**config.mk**
```make
export PLATFORM = sky130hd
export DESIGN_NAME = mode1_handshake_port
export DESIGN_NICKNAME = d
export VERILOG_FILES = /design/src/rtl/mode1_pkg.sv /design/src/rtl/sync_edge_detect.sv /design/src/rtl/mode1_handshake_port.sv
export SDC_FILE = /design/constraint.sdc
export NUM_CORES = 1
export LEC_CHECK = 0
export CORE_ASPECT_RATIO = 1.5
export CORE_MARGIN = 2
export CORE_UTILIZATION = 25
export CTS_BUF_LIST = sky130_fd_sc_hd__clkbuf_8
export CTS_CLUSTER_SIZE = 12
export DETAILED_ROUTE_END_ITERATION = 10
export GPL_TIMING_DRIVEN = 1
export SLEW_MARGIN = 5
export SYNTH_ARGS = -nofsm -noshare
export SYNTH_HDL_FRONTEND = slang
export SYNTH_SLANG_ARGS = --single-unit
```
**constraint.sdc**
```tcl
create_clock -name clk -period 4.3 [get_ports clk]
set_clock_uncertainty 0.15 [all_clocks]
set_input_delay 0.86 -clock clk [delete_from_list [all_inputs] [get_ports clk]]
set_output_delay 0.86 -clock clk [all_outputs]
set_load 0.005 [all_outputs]
```
**src/rtl/mode1_pkg.sv**
```systemverilog
// Shared types and constants for the 8255A Mode 1 strobed port.
package mode1_pkg;

    typedef enum logic [1:0] {
        IN_EMPTY,
        IN_FULL,
        OUT_EMPTY,
        OUT_FULL
    } state_e;

    localparam int unsigned SYNC_STAGES_DEF = 2;

    localparam int unsigned PIN_RD  = 0;
    localparam int unsigned PIN_WR  = 1;
    localparam int unsigned PIN_STB = 2;
    localparam int unsigned PIN_ACK = 3;
    localparam int unsigned NUM_PINS = 4;

    function automatic logic is_in_state(input state_e s);
        return (s == IN_EMPTY) || (s == IN_FULL);
    endfunction

endpackage

```
**src/rtl/sync_edge_detect.sv**
```systemverilog
// Multi-flop synchronizer for an active-low strobe with rise/fall pulses.
module sync_edge_detect #(
    parameter int unsigned STAGES = 2
) (
    input  logic clk,
    input  logic rst_n,
    input  logic d_i,
    output logic rise_o,
    output logic fall_o
);

    logic [STAGES-1:0] sync_q;
    logic              prev_q;

    // Cleared to 1 so an idle strobe never produces a spurious edge after reset.
    always_ff @(posedge clk or negedge rst_n) begin
        if (!rst_n) begin
            sync_q <= '1;
            prev_q <= 1'b1;
        end else begin
            sync_q <= {sync_q[STAGES-2:0], d_i};
            prev_q <= sync_q[STAGES-1];
        end
    end

    assign rise_o = ~prev_q &  sync_q[STAGES-1];
    assign fall_o =  prev_q & ~sync_q[STAGES-1];

endmodule

```
**src/rtl/mode1_handshake_port.sv**
```systemverilog
// 8255A Mode 1 port: strobed input latch / strobed output latch with
// IBF, OBF_n, INTR and a sticky overrun flag.
module mode1_handshake_port
    import mode1_pkg::*;
#(
    parameter int unsigned WIDTH       = 8,
    parameter int unsigned SYNC_STAGES = SYNC_STAGES_DEF
) (
    input  logic             clk,
    input  logic             rst_n,
    input  logic             In_out,
    input  logic             INTE,
    input  logic             RD,
    input  logic             WR,
    input  logic [WIDTH-1:0] CpuDataIn,
    output logic [WIDTH-1:0] CpuDataOut,
    input  logic [WIDTH-1:0] PortIn,
    output logic [WIDTH-1:0] PortOut,
    output logic             PortOE,
    input  logic             STB,
    input  logic             ACK,
    output logic             IBF,
    output logic             OBF_n,
    output logic             INTR,
    output logic             OVR
);

    logic [NUM_PINS-1:0] pin_raw, pin_rise, pin_fall;
    logic rd_fall, rd_rise, wr_fall, wr_rise, stb_fall, stb_rise, ack_fall, ack_rise;

    assign pin_raw = {ACK, STB, WR, RD};

    for (genvar g = 0; g < NUM_PINS; g++) begin : g_sync
        sync_edge_detect #(.STAGES(SYNC_STAGES)) u_sync (
            .clk   (clk),
            .rst_n (rst_n),
            .d_i   (pin_raw[g]),
            .rise_o(pin_rise[g]),
            .fall_o(pin_fall[g])
        );
    end

    assign rd_fall  = pin_fall[PIN_RD];
    assign rd_rise  = pin_rise[PIN_RD];
    assign wr_fall  = pin_fall[PIN_WR];
    assign wr_rise  = pin_rise[PIN_WR];
    assign stb_fall = pin_fall[PIN_STB];
    assign stb_rise = pin_rise[PIN_STB];
    assign ack_fall = pin_fall[PIN_ACK];
    assign ack_rise = pin_rise[PIN_ACK];

    state_e           state_q, state_d;
    logic [WIDTH-1:0] cpu_q, cpu_d, port_q, port_d;
    logic             ibf_q, ibf_d, obf_n_q, obf_n_d, intr_q, intr_d, ovr_q, ovr_d;

    always_ff @(posedge clk or negedge rst_n) begin
        if (!rst_n) begin
            state_q <= IN_EMPTY;
            cpu_q   <= '0;
            port_q  <= '0;
            ibf_q   <= 1'b0;
            obf_n_q <= 1'b1;
            intr_q  <= 1'b0;
            ovr_q   <= 1'b0;
        end else begin
            state_q <= state_d;
            cpu_q   <= cpu_d;
            port_q  <= port_d;
            ibf_q   <= ibf_d;
            obf_n_q <= obf_n_d;
            intr_q  <= intr_d;
            ovr_q   <= ovr_d;
        end
    end

    always_comb begin
        state_d = state_q;
        cpu_d   = cpu_q;
        port_d  = port_q;
        ibf_d   = ibf_q;
        obf_n_d = obf_n_q;
        intr_d  = intr_q;
        ovr_d   = ovr_q;

        // A state whose direction disagrees with In_out means the direction
        // changed (or reset landed in the other mode): fall back to idle flags.
        if (In_out != is_in_state(state_q)) begin
            state_d = In_out ? IN_EMPTY : OUT_EMPTY;
            ibf_d   = 1'b0;
            obf_n_d = 1'b1;
            intr_d  = 1'b0;
            ovr_d   = 1'b0;
        end else if (In_out) begin
            if (stb_rise && state_q == IN_FULL) intr_d = 1'b1;
            if (rd_fall) intr_d = 1'b0;
            if (rd_rise) begin
                ibf_d   = 1'b0;
                ovr_d   = 1'b0;
                state_d = IN_EMPTY;
            end
            // Strobe into a full latch is flagged even when RD empties it this cycle.
            if (stb_fall) begin
                if (state_q == IN_EMPTY) begin
                    cpu_d   = PortIn;
                    ibf_d   = 1'b1;
                    state_d = IN_FULL;
                end else begin
                    ovr_d   = 1'b1;
                end
            end
        end else begin
            if (ack_rise && obf_n_q) intr_d = 1'b1;
            if (wr_fall) intr_d = 1'b0;
            if (ack_fall && state_q == OUT_FULL) begin
                obf_n_d = 1'b1;
                state_d = OUT_EMPTY;
            end
            if (wr_rise) begin
                port_d  = CpuDataIn;
                obf_n_d = 1'b0;
                state_d = OUT_FULL;
            end
        end

        if (!INTE) intr_d = 1'b0;
    end

    assign CpuDataOut = cpu_q;
    assign PortOut    = port_q;
    assign IBF        = ibf_q;
    assign OBF_n      = obf_n_q;
    assign INTR       = intr_q;
    assign OVR        = ovr_q;
    assign PortOE     = ~In_out;

endmodule

```
# Word-level counts from Yosys, hierarchy flattened
# Index checks and enable logic that the tools add are counted.
# op_classes
eq_ne	6
muxes	29
bitwise	18
reduce_logical	12
# ops
cell	n
$mux W1	21
$mux W2	8
$ne A5 B2 Y1 const B	2
$not A1 Y1	10
$and A1 B1 Y1	8
$reduce_and A2 Y1	2
$reduce_and A4 Y1	1
$reduce_bool A4 Y1	1
$logic_and A1 B1 Y1	3
$reduce_and A3 Y1	1
$reduce_bool A3 Y1	1
$eq A2 B1 Y1 const B	1
$eq A2 B2 Y1 const B	1
$logic_not A2 Y1	1
$ne A2 B1 Y1 const B	1
$reduce_bool A2 Y1	1
$logic_or A1 B1 Y1	1
$ne A1 B1 Y1	1
# totals
reg_bits	34
in_bits	24
output_inout_bits	21
wordCells	80

# Longest topological paths before layout
# depth
word_depth	8
mapped_depth	6
depth_no_buf	5

# Cells and area by module
# A second synthesis with hierarchy kept.
# hier_totals
hier_cells	91
area_unflattened_um2	1358.8
# modules_own_cells
module	n_inst	cells_per_inst	area_each_um2	seq_area_each_um2
mode1_handshake_port	1	71	983.4	551.8
sync_edge_detect	4	5	93.8	78.8

# Worst setup path after synthesis
# No wires, ideal clock.
# synth_path
path_kind	in2reg
start	in In_out
end	reg port_q[0] (netlist: PortOut[0])
setup_time_ns	0.125
arrival_ns	1.836
t_required_ns	4.025
path_slack_ns	2.189
stages	5
n_path_buf	1
cell_sequence	inv_1 ha_1 clkbuf_1 nand2_1 mux2_2
# synth_via
elab_chain_cells	3
word_cells_on_any_way	4
cone_classes	1 x eq/ne; 2 x bitwise; 1 x reduce/logical
# synth_rtl
item	line_no	rtl
start: declaration	mode1_handshake_port.sv:11	input logic In_out,
$ne A1 B1 Y1	mode1_handshake_port.sv:87	if (In_out != is_in_state(state_q)) begin
$not A1 Y1 (no source line)	n/a	
$reduce_and A3 Y1 (no source line) *	n/a	
end signal: assignment	mode1_handshake_port.sv:68	port_q <= port_d;
end: declaration	mode1_handshake_port.sv:53	logic [WIDTH-1:0] cpu_q, cpu_d, port_q, port_d;
# Every way passes the cells marked *; elsewhere a longest branch is shown, timed or not.
# A chain may end at the register's enable or synchronous reset.

# Final worst setup path
# layout_path
start	in In_out
end	out PortOE
# layout_via
elab_chain_cells	1
# layout_rtl
item	line_no	rtl
$not A1 Y1 (no source line)	n/a	
end: declaration	mode1_handshake_port.sv:19	output logic PortOE,
# Every way passes these cells.

==> results_dict.tcl <==
set metrics [dict create \
    status "completed" \
    gp_congestion 0.942 \
    power_leakage_uw 0.000833 \
    ir_drop_v 0.000163 \
    post-route-cell-area_sq_um 1950 \
    place_inst 203 \
    core_sq_um 5120 \
    rr_worst_depth 3 \
    worstMarginPinSlew_ns 1.11 \
    diodes 0 \
    grt_max_degree 27 \
    cts-buffers-inserted 5 \
    cp.required_ns 3.29 \
    drt-pass1-iter-count 4 \
    clkTransAtPathRegs_ns 0.07 \
    syn-num-nets 117 \
    slew_viol_final 0 \
    rrSetupSlack_ns 2.51 \
    synth_cells 91 \
    yosysUniqueCellTypes 26 \
    drt-met1-wl_mm 1.01 \
    critical_path.max_fanout 5 \
    path_common_cell "clkdlybuf4s50_1" \
    drcViolationCount 0 \
    crit_arrival_ns 2.03 \
    die_area_sq_um 5920 \
    root_buffer "clkbuf_8" \
    rr_startpoint "state_q[1]" \
    ys_ff_latch 34 \
    num_rows 32 \
    relSlewSlack 0.259 \
    dpl-instance-area_sq_um 1860 \
    drtAntennaViolNets 0 \
    end_kind "output pin" \
    r2r_end "PortOut[6]" \
    fin_nets 168 \
    timing.final.crit_share 0.707 \
    wl_mm 2.84 \
    cts.sinks 34 \
    crit_type "in -> out" \
    io_buffers 44 \
    n_fill_cell 544 \
    grt_pass1_wl_mm 4.51 \
    place_hpwl_mm 2.20 \
    top_layer_used "met4" \
    grt_pass1_vias 1046 \
    max_freq_mhz 329 \
    finalCriticalPeriod_ns 3.04 \
    min_path_cells 0 \
    synth_area_sq_um 1330 \
    gr-total-overflow 0 \
    cts_setup_buffers 0 \
    synth_edf_count 0 \
    synth_commonest_cells "21 x dfrtp_1, 16 x mux2_2, 13 x dfstp_2" \
    async_flop_share 1.00 \
    grt_usage 0.102 \
    dr_total_vias 923 \
    drt_iter0_drc 21 \
    synth_area_per_cell_sq_um 14.6 \
    yosysTopAreaCell "dfrtp_1" \
    setup_viol 0 \
    synth_ff_type "dfrtp_1" \
    wl_per_cell_microns 13.5 \
    post_cts_resize_count 0 \
    hold_class "reg -> reg" \
    crit_path_start_kind "primary input" \
    power_density_nw_per_um2 504 \
    clockBufferDepth 2 \
    wl_met3_microns 190 \
    cts_tree "yes" \
    min_from "g_sync[1].u_sync.sync_q[0]" \
    wl_met2_mm 1.56 \
    rsz0062_at_grt "false" \
    hold_violations 0 \
    synth_top_area_frac 0.396 \
    area_growth_pct 47.0 \
    worstPathCellList "clkdlybuf4s50_1, inv_1, clkdlybuf4s50_1" \
    drive_gt1_frac 0.273 \
    clkLatencyLatePin_ns 0.28 \
    synth.area.top_cells "dfrtp_1 40%, dfstp_2 26%, mux2_2 14%, inv_1 2.3%, ha_1 1.9%" \
    dieWidth_microns 63.5 \
    viasPerCell 4.37 \
    cpPeakStageDelay_ns 0.52 \
    min_to "g_sync[1].u_sync.sync_q[1]" \
    cts-hold-fix-buffers 0 \
    cap_violations 0 \
    synth-seq-area-share 0.654 \
    io_pins 45 \
    yosys.cell_count.top_type "dfrtp_1" \
    crit_path_top_delay_cell "clkdlybuf4s50_1" \
    htree_levels 2 \
    yosys_warnings 0 \
    fin_cells 211 \
    die_height_microns 93.2 \
    antenna_found_initial 0 \
    tns_ns 0 \
    initial_core_util 0.259 \
]
through the flow:
stage                     power [uW]  setup slack, ns  hold WS (ns)  utilization
after detailed placement         759             1.26         0.199        0.363
after global placement           747             1.29         0.196        0.363
after global routing            1040             1.21         0.213        0.380
after floorplan                  561             2.19         0.195            -
final                            982             1.26         0.205        0.380
after CTS                        997             1.25         0.208        0.380
cell type report:
class / count / area, sq um / share of cell area
Clock buffer: 6 / 82.6 / 0.0424
Tap cell: 68 / 85.1 / 0.0436
Timing Repair Buffer: 46 / 455 / 0.234
Inverter: 8 / 30.0 / 0.0154
Multi-Input combinational cell: 47 / 422 / 0.216
Sequential cell: 34 / 867 / 0.445
Clock inverter: 2 / 7.51 / 0.00385
per-layer routing:
metal / up-vias / global-route usage
met1: 460 / 0.0965
met3: 7 / 0.0397
met2: 30 / 0.179
li1: 426 / -
met4: 0 / 0.0688
met5: - / 0
layout by cell type, fill, tap and decap left out, drive strengths merged:
| cell type | n |
|---|---|
| a32oi | 1 |
| inv | 10 |
| clkdlybuf4s50 | 44 |
| nand2b | 2 |
| clkbuf | 6 |
| o22ai | 1 |
| nand4b | 1 |
| nand4 | 1 |
| a211oi | 1 |
| dfstp | 13 |
| nor4bb | 1 |
| nand2 | 4 |
| and3b | 1 |
| o221ai | 2 |
| mux2 | 16 |
| a2bb2oi | 2 |
| ha | 2 |
| a21oi | 2 |
| dfrtp | 21 |
| nor4b | 2 |
| nor2b | 1 |
| o31ai | 1 |
| and3 | 1 |
| o21ai | 4 |
| a22oi | 1 |
| buf | 2 |
worst max-delay path: cells and delay by family:
| kind | cells | cell delay, ns |
|---|---|---|
| buffers and inverters | 3 | 1.17 |
worst max-delay path by stage:
stage,startpoint,end,cells past startpoint,slack (ns)
2_1_floorplan,In_out,PortOut[0],5,2.19
3_3_place_gp,In_out,PortOE,3,1.29
3_5_place_dp,In_out,PortOE,3,1.26
4_1_cts,In_out,PortOE,3,1.25
5_1_grt,In_out,PortOE,3,1.21
6_report,In_out,PortOE,3,1.26
sequential cells by signal, summed over array words and instances, names as in the netlist:
register              count
CpuDataOut                8
PortOut                   8
g_sync.u_sync.sync_q      8
g_sync.u_sync.prev_q      4
state_q                   2
IBF                       1
INTR                      1
OBF_n                     1
OVR                       1
cells by family (layout without fill, tap and decap cells):
group,Yosys count,count (layout),share of synthesized area
adders and majority gates,2,2,0.0189
DFF,34,34,0.654
AOI/OAI and AO/OA,15,15,0.0774
buffers and inverters,10,62,0.0283
muxes,16,16,0.136
and+or+nand+nor,14,14,0.0859
power by group:
group / switching (uW) / internal [uW]
sequential: 52.6 / 406
clock: 107 / 126
combinational: 88.9 / 201
total: 249 / 733
Power figures use the tool's default switching activity.
